[src/rtl/fetch_decode_queue.sv]
// rtl/fetch_decode_queue.sv - fetch-to-decode instruction FIFO with one-cycle mispredict flush
module fetch_decode_queue #(
    parameter int              DEPTH    = 4,
    parameter int              XLEN     = 32,
    parameter logic [XLEN-1:0] NOP_INST = 32'h0000_0013
) (
    input  logic                       clk,
    input  logic                       rst,
    input  logic                       flush,
    input  logic                       in_valid,
    output logic                       in_ready,
    input  logic [XLEN-1:0]            in_pc,
    input  logic [XLEN-1:0]            in_inst,
    input  logic                       in_pred_taken,
    output logic                       out_valid,
    input  logic                       out_ready,
    output logic [XLEN-1:0]            out_pc,
    output logic [XLEN-1:0]            out_inst,
    output logic                       out_pred_taken,
    output logic [$clog2(DEPTH):0]     count
);

    localparam int AW = $clog2(DEPTH);
    localparam int CW = AW + 1;

    // Entry storage, split per field; contents are never cleared, only pointers
    logic [XLEN-1:0] r_pc_mem   [DEPTH];
    logic [XLEN-1:0] r_inst_mem [DEPTH];
    logic            r_pred_mem [DEPTH];

    logic [AW-1:0]   r_head;
    logic [AW-1:0]   r_tail;
    logic [CW-1:0]   r_count;

    logic            w_full;
    logic            w_empty;
    logic            w_enq;
    logic            w_deq;

    // Full/empty come only from the occupancy register, so there is no
    // same-cycle bypass from a dequeue into in_ready.
    assign w_full  = (r_count == CW'(DEPTH));
    assign w_empty = (r_count == '0);

    // A flush drops both handshakes of its cycle.
    assign w_enq = in_valid && !w_full && !flush;
    assign w_deq = out_ready && !w_empty && !flush;

    assign in_ready  = !w_full;
    assign out_valid = !w_empty;
    assign count     = r_count;

    // Head entry read straight from storage, forced to NOP defaults when empty
    always_comb begin
        out_pc         = '0;
        out_inst       = NOP_INST;
        out_pred_taken = 1'b0;
        if (!w_empty) begin
            out_pc         = r_pc_mem[r_head];
            out_inst       = r_inst_mem[r_head];
            out_pred_taken = r_pred_mem[r_head];
        end
    end

    // Write the incoming instruction into the tail slot on an accepted enqueue
    always_ff @(posedge clk) begin
        if (!rst && w_enq) begin
            r_pc_mem[r_tail]   <= in_pc;
            r_inst_mem[r_tail] <= in_inst;
            r_pred_mem[r_tail] <= in_pred_taken;
        end
    end

    // Pointer and occupancy update; reset beats flush beats handshakes
    always_ff @(posedge clk) begin
        if (rst || flush) begin
            r_head  <= '0;
            r_tail  <= '0;
            r_count <= '0;
        end else begin
            if (w_enq) begin
                r_tail <= r_tail + AW'(1);
            end
            if (w_deq) begin
                r_head <= r_head + AW'(1);
            end
            case ({w_enq, w_deq})
                2'b10:   r_count <= r_count + CW'(1);
                2'b01:   r_count <= r_count - CW'(1);
                default: r_count <= r_count;
            endcase
        end
    end

endmodule
[config.mk]
export PLATFORM = sky130hd
export DESIGN_NAME = fetch_decode_queue
export DESIGN_NICKNAME = d
export VERILOG_FILES = /design/src/rtl/fetch_decode_queue.sv
export SDC_FILE = /design/constraint.sdc
export NUM_CORES = 1
export LEC_CHECK = 0
export ABC_CLOCK_PERIOD_IN_PS = 7600
export CORE_MARGIN = 2
export CORE_UTILIZATION = 49
export DETAILED_ROUTE_END_ITERATION = 7
export MAX_ROUTING_LAYER = met4
export PLACE_DENSITY = 0.73
export SLEW_MARGIN = 40
export SYNTH_ARGS = -nofsm -noshare
export SYNTH_HDL_FRONTEND = slang
export SYNTH_SLANG_ARGS = --single-unit
[constraint.sdc]
create_clock -name clk -period 7.6 [get_ports clk]
set_input_delay 1.52 -clock clk [delete_from_list [all_inputs] [get_ports clk]]
set_output_delay 1.52 -clock clk [all_outputs]
set_load 0.05 [all_outputs]
Word-level counts from Yosys, hierarchy flattened

Memory sizes are Yosys's and may differ from the RTL's. A register that Yosys moved wholly into a read port is not among the register bits.
Index checks and enable logic that the tools add are counted.

Add/subtract/negate cells: 4
Eq/ne operators: 3
Muxes and demuxes: 12
Reduce and logical (&&, ||, !) cells: 12

Operator list:

| cell                                             | number |
|---|---|
| two-way mux 32 bit                               | 2 |
| two-way mux 2 bit                                | 6 |
| case mux 3 bit (2 select lines)                  | 1 |
| logical AND 1 bit                                | 5 |
| adder 2 x 1 -> 2 bit, second input constant      | 2 |
| logical NOT 1 bit                                | 4 |
| adder 3 x 1 -> 3 bit, second input constant      | 1 |
| == test 3 bit, second input constant             | 1 |
| logical NOT 3 bit                                | 1 |
| two-way mux 1 bit                                | 3 |
| subtractor 3 x 1 -> 3 bit, second input constant | 1 |
| == test 2 x 1 -> 1 bit, second input constant    | 1 |
| == test 2 bit, second input constant             | 1 |
| nonzero test 2 bit                               | 1 |
| logical OR 1 bit                                 | 1 |

Register bits: 7
Bits in writable memories: 260
Bits of input ports: 70
Output and inout port bits: 70
Logic and storage cells: 37
Memories kept: 3

Memories:

| memory     | depth | bits a word | rd ports | clocked after memory_dff | wr ports | line | text |
|---|---|---|---|---|---|---|---|
| r_inst_mem | 4     | 32          | 1        | 1                        | 1        | 28   | `logic [XLEN-1:0] r_inst_mem [DEPTH];` |
| r_pc_mem   | 4     | 32          | 1        | 1                        | 1        | 27   | `logic [XLEN-1:0] r_pc_mem [DEPTH];` |
| r_pred_mem | 4     | 1           | 1        | 1                        | 1        | 29   | `logic r_pred_mem [DEPTH];` |

Depth between registers and ports, before layout

Depth after elaboration: 7
Mapped depth: 8
Depth with buffers taken out: 8

Worst setup path before layout

Ideal clock, no wire load.

Path type: input-to-reg
Start: input port flush
End: memory r_inst_mem[0][0], enable pin
Data arrival time: 6.621 ns
Data required time: 7.018 ns
Path slack: 0.397 ns
Stages: 2
Cells stage by stage: nand3b_2 > nor3b_1

Longest elaborated chain between the ends: 5

Ends and longest elaborated chain:

| item                                    | line | text |
|---|---|---|
| start, declared                         | 9    | `input logic flush,` |
| logical NOT 1 bit                       | 46   | `assign w_enq = in_valid && !w_full && !flush;` |
| logical AND 1 bit                       | 46   |  |
| logical AND 1 bit                       | 67   | `if (!rst && w_enq) begin` |
| two-way mux 1 bit                       | 67   |  |
| two-way mux 1 bit (implied by the code) | 69   | `r_inst_mem[r_tail] <= in_inst;` |
| end, declared                           | 28   |  |

Every way passes these cells.

==> insert_results.sql <==
INSERT INTO impl_metrics (metric_group, metric, value, unit) VALUES
('outcome', 'status', 'completed', ''),
('power_and_ir_drop', 'sequentialPowerShare', '0.556', ''),
('setup_path', 'rr_startpoint', 'count[2]', ''),
('sta', 'finalSetupViolations', '0', ''),
('clocking', 'max-clock-path-buffers', '3', ''),
('setup_path', 'criticalPathCategory', 'reg -> out', ''),
('setup_path', 'timing.critical_path.arrival', '3.55', 'ns'),
('yosys', 'ys_seq_elements', '269', ''),
('sta', 'worst_slew_pin_slew', '0.7373', 'ns'),
('setup_path', 'setup.worst_path.start_class', 'register', ''),
('layout', 'finish.net_count', '693', ''),
('power_and_ir_drop', 'switching_power', '0.5875', 'mW'),
('sta', 'fin_tns_setup', '0', 'ns'),
('setup_path', 'reg2reg_setup_slack', '5.17', 'ns'),
('global_routing', 'antenna_found_initial', '1', ''),
('sta', 'report.final.hold_viol_count', '0', ''),
('clocking', 'clockRootBuffer', 'clkbuf_16', ''),
('setup_path', 'worst-path-max-fanout', '33', ''),
('clocking', 'postCtsHoldBufs', '0', ''),
('yosys', 'synth.yosys.seq_area_share', '0.7756', ''),
('clocking', 'post_cts_resize_count', '0', ''),
('clocking', 'worst_skew_pair.late_latency', '0.51', 'ns'),
('detailed_routing', 'drt-wirelength-per-cell', '20.56', 'µm'),
('yosys', 'yosysWarningCount', '0', ''),
('yosys', 'number_of_enable_type_register_cells_in_the_synthesized_netlist', '260', ''),
('detailed_routing', 'viasPerCell', '5.405', ''),
('global_routing', 'grt_util_all_layers', '0.1752', ''),
('sta', 'rsz_0062_raised_after_global_routing', 'no', ''),
('setup_path', 'timing.critical_path.required', '6.08', 'ns'),
('power_and_ir_drop', 'power.switching_fraction', '0.1986', ''),
('setup_path', 'r2r-end', 'count[2]', ''),
('power_and_ir_drop', 'design_power_total', '2.958', 'mW'),
('sta', 'finalHoldWorstSlack', '0.4898', 'ns'),
('sta', 'timing.clock.skew', '0.007140', 'ns'),
('sta', 'report.final.slew_viol_count', '0', ''),
('yosys', 'area_fraction_in_compound_gates_after_synthesis', '0.003159', ''),
('job', 'max_cap_viol_count', '0', ''),
('yosys', 'synthesis.area', '10300', 'µm²'),
('floorplan', 'initial_core_util', '0.4946', ''),
('sta', 'max_slew_margin_vs_limit', '0.5085', ''),
('detailed_routing', 'drtPass1Iterations', '4', ''),
('layout', 'final_common_cell', 'edfxtp_1', ''),
('placement', 'place_area', '12000', 'µm²'),
('global_routing', 'grt_start_max_net_pins', '66', ''),
('yosys', 'asyncSetResetFlopFracSynth', '0', ''),
('yosys', 'muxShareOfSynthArea', '0.1441', ''),
('detailed_routing', 'drt-initial-drc-count', '369', ''),
('yosys', 'synthesis.area_per_instance', '22.15', 'µm²'),
('yosys', 'synth_top_family_by_area', 'multiplexers', ''),
('sta', 'min_period_over_period', '0.6674', ''),
('power_and_ir_drop', 'clock_power_share', '0.391', ''),
('yosys', 'post_synth_fa_ha_maj_area_fraction', '0.008018', ''),
('hold_path', 'min_path_type', 'reg -> reg', ''),
('hold_path', 'hold_path.startpoint', 'r_head[1]', ''),
('layout', 'post_layout_instance_count_excluding_filler_cells', '910', ''),
('placement', 'routability_cong', '0.7376', ''),
('detailed_routing', 'postRouteWirelength', '18710', 'µm'),
('clocking', 'clk_pin_slew', '0.06', 'ns'),
('power_and_ir_drop', 'internal-power', '2.370', 'mW'),
('sta', 'setup_ws', '2.528', 'ns'),
('floorplan', 'rows', '53', ''),
('yosys', 'synthesis.nets', '541', ''),
('yosys', 'synth_xor_xnor_area_share', '0.002551', ''),
('detailed_routing', 'postRouteAntennaNets', '0', ''),
('global_routing', 'vias_in_the_first_global_route', '5270', ''),
('yosys', 'synth_top_flop_cell', 'edfxtp_1', ''),
('hold_path', 'min_path_cells', '2', ''),
('floorplan', 'die_w', '149.0', 'µm'),
('layout', 'layout_area_overhead', '24.07', '%'),
('layout', 'share_of_post_route_cells_with_drive_strength_above_1', '0.1845', ''),
('placement', 'hpwl', '10550', 'µm');
power by group through the flow:
stage | combinational, mW | clock, mW | sequential, mW
6_report | 0.157 | 1.16 | 1.64
3_5_place_dp | 0.158 | 0 | 1.68
2_1_floorplan | 0.0759 | 0 | 1.68
3_3_place_gp | 0.154 | 0 | 1.67
4_1_cts | 0.159 | 1.19 | 1.64
5_1_grt | 0.167 | 1.25 | 1.64
critical path, cell delays in order, from the launching register on:
cell             delay, ns
dfxtp_4               0.81
buf_4                 0.68
mux4_2                0.57
or2_1                 0.23
clkdlybuf4s50_1       0.73
kinds of logic after synthesis:
group                      after synthesis
buffers and inverters                   27
xor gates and xnor gates                 3
and+or+nand+nor                         87
AOI/OAI and AO/OA                        6
muxes                                   67
DFF                                    269
adders and majority gates                6
state kept, by name, indices dropped and copies added, names as in the netlist, named ones only:
register and cells:
r_inst_mem 128, r_pc_mem 128, r_pred_mem 4, count 3, r_head 2, r_tail 2
worst max path at each step:
stage                         from                to  slack [ns]  cells after the start
after global routing      register       out_inst[0]        2.26                      4
after global placement    register       out_inst[4]        2.94                      4
final                     register       out_inst[0]        2.53                      4
after floorplan              flush  r_inst_mem[0][0]        0.40                      2
after CTS                 register       out_inst[4]        2.38                      4
after detailed placement  register       out_inst[4]        2.93                      4
synth_stat cells, types with 4 or more instances:
library cell | count | area share
nor3b_1 | 4 | 0.0029
dfxtp_1 | 9 | 0.017
mux4_2 | 65 | 0.14
nand2_1 | 5 | 0.0018
buf_6 | 6 | 0.0066
ha_1 | 5 | 0.0061
nor2_1 | 7 | 0.0026
edfxtp_1 | 260 | 0.76
buf_2 | 7 | 0.0034
clkbuf_1 | 8 | 0.0029
inv_1 | 6 | 0.0022
and2_1 | 62 | 0.038
area by class of cell:
cell class | count | area (µm²) | area share
flip-flops and latches | 269 | 7995 | 0.6257
multi-input cells | 169 | 2176 | 0.1703
repair buffers | 145 | 1464 | 0.1146
clock buffers | 32 | 673.1 | 0.05268
well taps | 275 | 344.1 | 0.02693
clock inverters | 13 | 97.59 | 0.007638
inverters | 6 | 25.02 | 0.001958
diodes | 1 | 2.502 | 0.0001958
routing by layer:
metal | up-vias | track usage | share of wire
met5 | - | - | 0
met4 | 0 | 0.04000 | 0.014
met3 | 21 | 0.03211 | 0.048
met2 | 118 | 0.3016 | 0.53
met1 | 2591 | 0.2193 | 0.41
li1 | 2189 | - | -
(Power assumes the default switching activity.)
